[config.mk]
export PLATFORM = sky130hd
export DESIGN_NAME = main_control_fsm_flat
export DESIGN_NICKNAME = d
export VERILOG_FILES = /design/src/rtl/mips_ctrl_pkg.sv /design/src/rtl/main_control_fsm_if.sv /design/src/rtl/ctrl_output_decode.sv /design/src/rtl/main_control_fsm.sv /design/src/flat_wrapper.sv
export SDC_FILE = /design/constraint.sdc
export NUM_CORES = 1
export LEC_CHECK = 0
export ABC_AREA = 1
export BUFFER_PORTS_ARGS = -buffer_cell sky130_fd_sc_hd__buf_2
export CORE_AREA = 10 10 47 49
export DETAILED_ROUTE_END_ITERATION = 10
export DIE_AREA = 0 0 57 59
export PLACE_DENSITY = 0.69
export SLEW_MARGIN = 20
export SYNTH_ARGS = -nofsm -noshare
export SYNTH_HDL_FRONTEND = slang
export SYNTH_SLANG_ARGS = --single-unit
export TNS_END_PERCENT = 1
[constraint.sdc]
create_clock -name clk -period 3.1 [get_ports clk]
set_clock_uncertainty 0.2 [all_clocks]
set_input_delay 0.465 -clock clk [delete_from_list [all_inputs] [get_ports clk]]
set_output_delay 0.465 -clock clk [all_outputs]
set_load 0.01 [all_outputs]
[src/rtl/mips_ctrl_pkg.sv]
// Shared encodings for the multicycle MIPS32 control path.
// Build option BNE_EN: adds bne (000101) as a legal branch opcode.
package mips_ctrl_pkg;

  typedef enum logic [3:0] {
    S_FETCH  = 4'd0,
    S_DECODE = 4'd1,
    S_MEMADR = 4'd2,
    S_MEMRD  = 4'd3,
    S_MEMWB  = 4'd4,
    S_MEMWR  = 4'd5,
    S_EXEC   = 4'd6,
    S_ALUWB  = 4'd7,
    S_BRANCH = 4'd8,
    S_ADDIEX = 4'd9,
    S_ADDIWB = 4'd10,
    S_JUMP   = 4'd11
  } state_e;

  localparam logic [5:0] OP_RTYPE = 6'b000000;
  localparam logic [5:0] OP_J     = 6'b000010;
  localparam logic [5:0] OP_BEQ   = 6'b000100;
  localparam logic [5:0] OP_BNE   = 6'b000101;
  localparam logic [5:0] OP_ADDI  = 6'b001000;
  localparam logic [5:0] OP_LW    = 6'b100011;
  localparam logic [5:0] OP_SW    = 6'b101011;

  localparam logic [2:0] ALU_OP_ADD   = 3'b000;
  localparam logic [2:0] ALU_OP_SUB   = 3'b001;
  localparam logic [2:0] ALU_OP_FUNCT = 3'b010;

  localparam logic [1:0] SRCB_B      = 2'b00;
  localparam logic [1:0] SRCB_FOUR   = 2'b01;
  localparam logic [1:0] SRCB_IMM    = 2'b10;
  localparam logic [1:0] SRCB_IMM_SH = 2'b11;

  localparam logic [1:0] PCSRC_ALU    = 2'b00;
  localparam logic [1:0] PCSRC_ALUOUT = 2'b01;
  localparam logic [1:0] PCSRC_JUMP   = 2'b10;

  typedef struct packed {
    logic       iord;
    logic       mem_write;
    logic       ir_write;
    logic       reg_dst;
    logic       mem_to_reg;
    logic       reg_write;
    logic       alu_src_a;
    logic [1:0] alu_src_b;
    logic [2:0] alu_op;
    logic [1:0] pc_src;
    logic       pc_en;
  } ctrl_word_t;

endpackage

[src/rtl/main_control_fsm_if.sv]
// Control-unit to datapath bundle: opcode/zero in, control word out.
// master = control unit, slave = datapath side.
interface main_control_fsm_if #(
  parameter int STATE_W = 4
);
  logic [5:0]         opcode;
  logic               zero;
  logic               iord;
  logic               mem_write;
  logic               ir_write;
  logic               reg_dst;
  logic               mem_to_reg;
  logic               reg_write;
  logic               alu_src_a;
  logic [1:0]         alu_src_b;
  logic [2:0]         alu_op;
  logic [1:0]         pc_src;
  logic               pc_en;
  logic               illegal_op;
  logic [STATE_W-1:0] dbg_state;

  modport master (
    input  opcode, zero,
    output iord, mem_write, ir_write, reg_dst,
    output mem_to_reg, reg_write, alu_src_a,
    output alu_src_b, alu_op, pc_src, pc_en,
    output illegal_op, dbg_state
  );

  modport slave (
    output opcode, zero,
    input  iord, mem_write, ir_write, reg_dst,
    input  mem_to_reg, reg_write, alu_src_a,
    input  alu_src_b, alu_op, pc_src, pc_en,
    input  illegal_op, dbg_state
  );
endinterface

[src/rtl/ctrl_output_decode.sv]
// Moore decode of the FSM state into the datapath control word.
// Only BRANCH looks at zero (xor is_bne for the bne variant).
module ctrl_output_decode
  import mips_ctrl_pkg::*;
(
  input  state_e     state_i,
  input  logic       zero_i,
  input  logic       is_bne_i,
  output ctrl_word_t cw_o
);

  // Per-state control word; unlisted fields stay 0.
  always_comb begin
    cw_o = '0;
    unique case (state_i)
      S_FETCH: begin
        cw_o.ir_write  = 1'b1;
        cw_o.alu_src_b = SRCB_FOUR;
        cw_o.alu_op    = ALU_OP_ADD;
        cw_o.pc_src    = PCSRC_ALU;
        cw_o.pc_en     = 1'b1;
      end
      S_DECODE: begin
        cw_o.alu_src_b = SRCB_IMM_SH;
        cw_o.alu_op    = ALU_OP_ADD;
      end
      S_MEMADR, S_ADDIEX: begin
        cw_o.alu_src_a = 1'b1;
        cw_o.alu_src_b = SRCB_IMM;
        cw_o.alu_op    = ALU_OP_ADD;
      end
      S_MEMRD: begin
        cw_o.iord = 1'b1;
      end
      S_MEMWB: begin
        cw_o.reg_write  = 1'b1;
        cw_o.mem_to_reg = 1'b1;
      end
      S_MEMWR: begin
        cw_o.iord      = 1'b1;
        cw_o.mem_write = 1'b1;
      end
      S_EXEC: begin
        cw_o.alu_src_a = 1'b1;
        cw_o.alu_src_b = SRCB_B;
        cw_o.alu_op    = ALU_OP_FUNCT;
      end
      S_ALUWB: begin
        cw_o.reg_write = 1'b1;
        cw_o.reg_dst   = 1'b1;
      end
      S_ADDIWB: begin
        cw_o.reg_write = 1'b1;
      end
      S_BRANCH: begin
        cw_o.alu_src_a = 1'b1;
        cw_o.alu_src_b = SRCB_B;
        cw_o.alu_op    = ALU_OP_SUB;
        cw_o.pc_src    = PCSRC_ALUOUT;
        cw_o.pc_en     = zero_i ^ is_bne_i;
      end
      S_JUMP: begin
        cw_o.pc_src = PCSRC_JUMP;
        cw_o.pc_en  = 1'b1;
      end
      default: cw_o = '0;
    endcase
  end

endmodule

[src/rtl/main_control_fsm.sv]
// Multicycle MIPS32 main control FSM (FETCH/DECODE/execute sequencing).
// Build option BNE_EN: decode bne into BRANCH with inverted condition.
module main_control_fsm
  import mips_ctrl_pkg::*;
#(
  parameter int STATE_W = 4
) (
  input  logic               clk,
  input  logic               reset,
  main_control_fsm_if.master bus
);

  state_e     state_q, state_d;
  logic       illegal_q, illegal_d;
  logic       is_bne;
  ctrl_word_t cw;

`ifdef BNE_EN
  logic is_bne_q, is_bne_d;

  // Remember at DECODE whether the branch is a bne.
  always_ff @(posedge clk or posedge reset) begin
    if (reset) begin
      is_bne_q <= 1'b0;
    end else begin
      is_bne_q <= is_bne_d;
    end
  end

  // Capture only in DECODE; hold otherwise.
  always_comb begin
    is_bne_d = is_bne_q;
    if (state_q == S_DECODE) begin
      is_bne_d = (bus.opcode == OP_BNE);
    end
  end

  assign is_bne = is_bne_q;
`else
  assign is_bne = 1'b0;
`endif

  // State and illegal-opcode pulse registers.
  always_ff @(posedge clk or posedge reset) begin
    if (reset) begin
      state_q   <= S_FETCH;
      illegal_q <= 1'b0;
    end else begin
      state_q   <= state_d;
      illegal_q <= illegal_d;
    end
  end

  // Next-state logic; opcode only matters in DECODE/MEMADR.
  always_comb begin
    state_d   = S_FETCH;
    illegal_d = 1'b0;
    unique case (state_q)
      S_FETCH: state_d = S_DECODE;
      S_DECODE: begin
        unique case (1'b1)
          (bus.opcode == OP_LW),
          (bus.opcode == OP_SW):    state_d = S_MEMADR;
          (bus.opcode == OP_RTYPE): state_d = S_EXEC;
          (bus.opcode == OP_BEQ):   state_d = S_BRANCH;
`ifdef BNE_EN
          (bus.opcode == OP_BNE):   state_d = S_BRANCH;
`endif
          (bus.opcode == OP_ADDI):  state_d = S_ADDIEX;
          (bus.opcode == OP_J):     state_d = S_JUMP;
          default: begin
            state_d   = S_FETCH;
            illegal_d = 1'b1;
          end
        endcase
      end
      S_MEMADR: begin
        state_d = (bus.opcode == OP_SW) ? S_MEMWR : S_MEMRD;
      end
      S_MEMRD:  state_d = S_MEMWB;
      S_EXEC:   state_d = S_ALUWB;
      S_ADDIEX: state_d = S_ADDIWB;
      default:  state_d = S_FETCH;
    endcase
  end

  ctrl_output_decode u_dec (
    .state_i  (state_q),
    .zero_i   (bus.zero),
    .is_bne_i (is_bne),
    .cw_o     (cw)
  );

  // While reset is held, FETCH shows but must not load PC or IR.
  assign bus.iord       = cw.iord;
  assign bus.mem_write  = cw.mem_write;
  assign bus.ir_write   = cw.ir_write & ~reset;
  assign bus.reg_dst    = cw.reg_dst;
  assign bus.mem_to_reg = cw.mem_to_reg;
  assign bus.reg_write  = cw.reg_write;
  assign bus.alu_src_a  = cw.alu_src_a;
  assign bus.alu_src_b  = cw.alu_src_b;
  assign bus.alu_op     = cw.alu_op;
  assign bus.pc_src     = cw.pc_src;
  assign bus.pc_en      = cw.pc_en & ~reset;
  assign bus.illegal_op = illegal_q;
  assign bus.dbg_state  = STATE_W'(state_q);

endmodule

[src/flat_wrapper.sv]
// flat-port wrapper written by rule: the top's interface ports become plain ports
module main_control_fsm_flat import mips_ctrl_pkg::*;
#(
  parameter int STATE_W = 4
)
  (clk, reset, bus_opcode, bus_zero, bus_iord, bus_mem_write, bus_ir_write, bus_reg_dst, bus_mem_to_reg, bus_reg_write, bus_alu_src_a, bus_alu_src_b, bus_alu_op, bus_pc_src, bus_pc_en, bus_illegal_op, bus_dbg_state);
  main_control_fsm_if #(.STATE_W(STATE_W)) bus_i ();
  input  logic clk;
  input  logic reset;
  input wire logic [$bits(bus_i.opcode)-1:0] bus_opcode;
  input wire logic [$bits(bus_i.zero)-1:0] bus_zero;
  output wire logic [$bits(bus_i.iord)-1:0] bus_iord;
  output wire logic [$bits(bus_i.mem_write)-1:0] bus_mem_write;
  output wire logic [$bits(bus_i.ir_write)-1:0] bus_ir_write;
  output wire logic [$bits(bus_i.reg_dst)-1:0] bus_reg_dst;
  output wire logic [$bits(bus_i.mem_to_reg)-1:0] bus_mem_to_reg;
  output wire logic [$bits(bus_i.reg_write)-1:0] bus_reg_write;
  output wire logic [$bits(bus_i.alu_src_a)-1:0] bus_alu_src_a;
  output wire logic [$bits(bus_i.alu_src_b)-1:0] bus_alu_src_b;
  output wire logic [$bits(bus_i.alu_op)-1:0] bus_alu_op;
  output wire logic [$bits(bus_i.pc_src)-1:0] bus_pc_src;
  output wire logic [$bits(bus_i.pc_en)-1:0] bus_pc_en;
  output wire logic [$bits(bus_i.illegal_op)-1:0] bus_illegal_op;
  output wire logic [$bits(bus_i.dbg_state)-1:0] bus_dbg_state;
  assign bus_i.opcode = bus_opcode;
  assign bus_i.zero = bus_zero;
  assign bus_iord = bus_i.iord;
  assign bus_mem_write = bus_i.mem_write;
  assign bus_ir_write = bus_i.ir_write;
  assign bus_reg_dst = bus_i.reg_dst;
  assign bus_mem_to_reg = bus_i.mem_to_reg;
  assign bus_reg_write = bus_i.reg_write;
  assign bus_alu_src_a = bus_i.alu_src_a;
  assign bus_alu_src_b = bus_i.alu_src_b;
  assign bus_alu_op = bus_i.alu_op;
  assign bus_pc_src = bus_i.pc_src;
  assign bus_pc_en = bus_i.pc_en;
  assign bus_illegal_op = bus_i.illegal_op;
  assign bus_dbg_state = bus_i.dbg_state;
  main_control_fsm #(.STATE_W(STATE_W)) u_core (.clk(clk), .reset(reset), .bus(bus_i));
endmodule
After elaboration in Yosys (flattened, before gate mapping)
Cells that the tools add are included.
{ "totals": {"register_bits": 5, "out_inout_bits": 20} }
{ "op_classes": {"eq_ne": 16, "n_mux": 14, "bitwise_logic": 3, "reduce_logical": 8} }
{ "op_table": {"columns": ["operator", "n"], "rows": [
  ["$pmux W5 S5", 1],
  ["$pmux W4 S6", 1],
  ["$pmux W4 S5", 1],
  ["$eq A4 B3 Y1 const B", 4],
  ["$eq A4 B4 Y1 const B", 4],
  ["$eq A6 B6 Y1 const B", 2],
  ["$mux W1", 9],
  ["$pmux W3 S3", 1],
  ["$eq A4 B2 Y1 const B", 2],
  ["$eq A6 B2 Y1 const B", 1],
  ["$eq A6 B3 Y1 const B", 1],
  ["$eq A6 B4 Y1 const B", 1],
  ["$logic_not A6 Y1", 1],
  ["$reduce_or A2 Y1", 3],
  ["$reduce_or A6 Y1", 1],
  ["$eq A4 B1 Y1 const B", 1],
  ["$logic_not A4 Y1", 1],
  ["$reduce_or A4 Y1", 1],
  ["$mux W3", 1],
  ["$reduce_or A3 Y1", 1],
  ["$and A1 B1 Y1", 2],
  ["$not A1 Y1", 1]
]} }

Logic depth before layout (Yosys ltp)
{ "depth": {"depth_word": 4, "mapped_depth": 7, "depth_no_buf": 7} }

By module
From an unflattened synthesis, not the netlist that was laid out.
{ "unflattened": {"cells_unflattened": 103, "area_unflattened_um2": 580.6} }
{ "by_module_without_submodules": {"columns": ["mod", "instances", "cells_each", "area_per_inst_um2", "seq_area_each_um2"], "rows": [
  ["main_control_fsm", 1, 66, 395.4, 125.1],
  ["ctrl_output_decode", 1, 37, 185.2, 0.0]
]} }

Worst setup path after synthesis
Ideal clock, no wire load.
{ "synth_path": {"path_type": "reg2out", "startpoint": "register u_core.state_q[3] (netlist: u_core.bus.dbg_state[3])", "endpoint": "output bus_reg_write", "arrival_time_ns": 1.083, "required_time_ns": 2.435, "path_slack_ns": 1.352, "path_stages_with_launch": 6, "cell_sequence": "dfrtp_1 > inv_1 > nand2_1 > nor2_1 > nor2_1 > o31ai_1"} }
{ "synth_via": {"elab_chain_len": 3, "word_cells_on_any_way": 5, "cone_classes": "3 x eq/ne; 1 x mux; 1 x reduce/logical"} }
{ "synth_lines": {"columns": ["item", "line_no", "text"], "rows": [
  ["start: declaration", "main_control_fsm.sv:13", "state_e state_q, state_d;"],
  ["start signal: assignment", "main_control_fsm.sv:49", "state_q <= state_d;"],
  ["$eq A4 B3 Y1 / $eq A4 B4 Y1 (equally long branches)", "ctrl_output_decode.sv:15", "unique case (state_i)"],
  ["$reduce_or A3 Y1 (no line) *", null, null],
  ["$mux W1 *", "ctrl_output_decode.sv:15", null],
  ["end: declaration", "flat_wrapper.sv:17", "output wire logic [$bits(bus_i.reg_write)-1:0] bus_reg_write;"]
]} }
Every way passes the cells marked *; elsewhere a longest branch is shown, timed or not.

Worst setup path in the final report
Ends and elaborated chain as after synthesis.

==> key figures <==
Routing
  – ANT nets after route: 0
  – WL final: 1520 um
  – DR WL/cell: 11.7 um
  – Pre-antenna DRT Iters: 4
  – Via/cell ratio: 4.59
  – Via count: 597
  – Initial DRC count: 2
  – Residual DRC count: 0

Hold path
  – End of the worst hold path: u_core.bus.dbg_state[2]$_DFF_PP0_
  – Worst Hold Class: input port to register
  – Worst Hold Depth: 4
  – HP Start: bus_opcode[4]

Setup path
  – Worst setup SP type: register
  – Crit path max-delay family: simple AND/OR/NAND/NOR gates
  – Reg2reg end: u_core.bus.dbg_state[1]$_DFF_PP0_
  – Setup CP Type: register to output pin
  – Critical Path, Cell by Cell: inv_1 > nand2_1 > nor2_1 > nor2_1 > o31ai_1 > buf_2
  – Worst path max stage delay: 0.39 ns
  – Crit path max fanout: 6
  – CP most frequent cell: nor2_1
  – Required @ worst endpoint: 2.43 ns
  – Arr. time, crit path: 1.40 ns
  – Crit. End Element: output pin
  – Flop-to-flop setup slack: 1.69 ns
  – Worst reg-to-reg path cell count: 7
  – Buf/Inv on CP: 2
  – Slowest stage cell, crit path: dfrtp_1
  – Crit Reg-Reg Startpoint: u_core.bus.dbg_state[1]$_DFF_PP0_
  – Worst Setup SP: u_core.bus.dbg_state[3]$_DFF_PP0_

Yosys
  – Post-synthesis net count: 92
  – Post-synthesis cell count: 83
  – Synth Cell Area: 487 um^2
  – Prevailing post-synth register cell: dfrtp_1
  – Async SR Flop Fraction: 100%
  – Synth top cells by count: 20 x nor2_1, 13 x inv_1, 13 x nand2_1
  – Seq/Total Area, Yosys: 25.7%
  – Top cells by area, synth: dfrtp_1 26%, nor2_1 15%, nand3_1 11%
  – Post-synth top area share: 25.7%
  – #FFs+latches synth: 5
  – Synth unique cells: 19
  – Yosys warns: 0
  – Count leader, synth: nor2_1
  – EDFF count, synth: 0
  – Synth Area per Inst: 5.86 um^2
  – Most area-hungry cell type in the Yosys netlist: dfrtp_1

STA
  – Hold slack final: 0.356 ns
  – Hold Fails Final Rpt: 0
  – Fmax: 484 MHz
  – Final setup viols: 0
  – Final TNS setup: 0 ns
  – RSZ-0062 raised after global routing: false
  – Final Critical Period: 2.07 ns
  – Setup slack after layout: 1.03 ns
  – Pins Over Slew Limit: 0
  – Period utilisation layout: 66.7%

Global route
  – Global Route Usage Sum: 9.40%
  – GRT overflow: 0
  – Largest net degree at the start of global routing: 7
  – Vias in the first global route: 620
  – Initial antenna violation count: 0
  – Global-route wire length before repair: 2570 um

Clock tree
  – TritonCTS Buffers: 3
  – Htree depth: 1
  – CTS clk-pin slew, worst paths: 0.05 ns
  – Clock sink total: 5
  – Skew-Pair Late Insertion Delay: 0.25 ns
  – Clock buffer depth: 2
  – Clk root buf: clkbuf_4
  – Post-CTS Setup Bufs: 0
  – CTS tree: built

Run
  – Max Cap Violations: 0

Pwr
  – Worst IR Drop VDD: 338 uV
  – Pwr per Cell Area: 748 mW/mm^2
  – Leakage: 0.425 nW

Finish
  – Share of cells above drive strength 1: 35.1%
  – Fin area: 671 um^2
  – Ant. Diodes: 0
  – Nets: 124
  – Area delta synth->final: 37.8%

Run status
  – Status: completed

Die
  – Die height: 59 um
  – FP Rows: 14
  – Die Width: 57 um
  – Die footprint: 0.00336 mm^2
  – IO Pins: 29
  – Initial Util: 34.7%
  – Core ar.: 0.00140 mm^2

Placed design
  – Placement Cell Area: 634 um^2
  – Placer Congestion: 0.857
  – HPWL after DPL: 1220 um
  – Place WS: 1.31 ns
  – I/O Buffers: 27
[flip-flops by register name (all words and copies together), names as in the netlist]
name / count
u_core.bus.illegal_op: 1
u_core.bus.dbg_state: 4
[worst reg2reg max path: cells and delay by family (launching register included)]
kind	cells	cell delay, ns
simple gates	3	0.28
flops	1	0.40
compound gates	2	0.29
buf+inv	2	0.14
[stage by stage]
step | cells | power [mW] | util, %
final | 130 | 0.502 | 47.9
after global routing | 130 | 0.543 | 47.9
after CTS | 130 | 0.507 | 47.9
after detailed placement | 125 | 0.424 | 45.3
after global placement | 125 | 0.423 | 45.3
after floorplan | 83 | 0.314 | -
[layer usage]
| layer | track usage, % | wire length [um] | up-vias |
|---|---|---|---|
| li1 | - | - | 317 |
| met3 | 3.86 | 143 | 2 |
| met5 | 0 | 0 | - |
| met2 | 15.0 | 743 | 22 |
| met4 | 8.05 | 23 | 0 |
| met1 | 9.32 | 609 | 256 |
[cell type report]
type	count	area, um^2
fillers	164	731
multi-input cells	61	294
repair buffers	28	145
flip-flops and latches	5	125
inverters	16	60.1
clock buffers	4	26.3
well taps	16	20.0
[how the worst max path moves through the flow]
stage / end / slack [ns] / depth (start not counted)
2_1_floorplan: bus_reg_write / 1.35 / 5
3_3_place_gp: bus_pc_en / 1.31 / 6
3_5_place_dp: bus_reg_write / 1.31 / 6
4_1_cts: bus_reg_write / 1.03 / 6
5_1_grt: bus_reg_write / 0.91 / 6
6_report: bus_reg_write / 1.03 / 6
[placed cells by master, fill, tap and decap left out]
cell type	count
o22ai_1	1
inv_1	13
clkbuf_1	1
nand3_1	11
clkbuf_4	3
dlygate4sd3_1	1
dfrtp_1	5
conb_1	1
nor2_4	1
o21ai_0	1
nand2_2	2
buf_2	27
nor3_2	2
nand2_1	13
inv_2	2
o31ai_1	1
nor2_2	3
nor2_1	20
nand3b_1	1
a21oi_1	2
clkinv_1	1
nand4_1	2
[repair_timing]
action | in CTS | in global routing
setup endpoints to repair | 0 | 0
hold buffers | 1 | 0
hold endpoints to repair | 5 | 0
resized for setup | 0 | 0
[cell families after synthesis]
group | after synthesis | synth area share (%)
compound gates | 5 | 5.91
buf+inv | 17 | 13.9
flops | 5 | 25.7
other cells | 1 | 0.770
simple gates | 55 | 53.7
[power breakdown]
group,internal [mW],leakage (nW),switching [mW],total [mW]
combinational,0.115,0.344,0.197,0.312
sequential,0.0882,0.0654,0.0221,0.110
clock,0.0489,0.0150,0.0306,0.0795
Note: power is estimated with default switching activity, not from simulation.
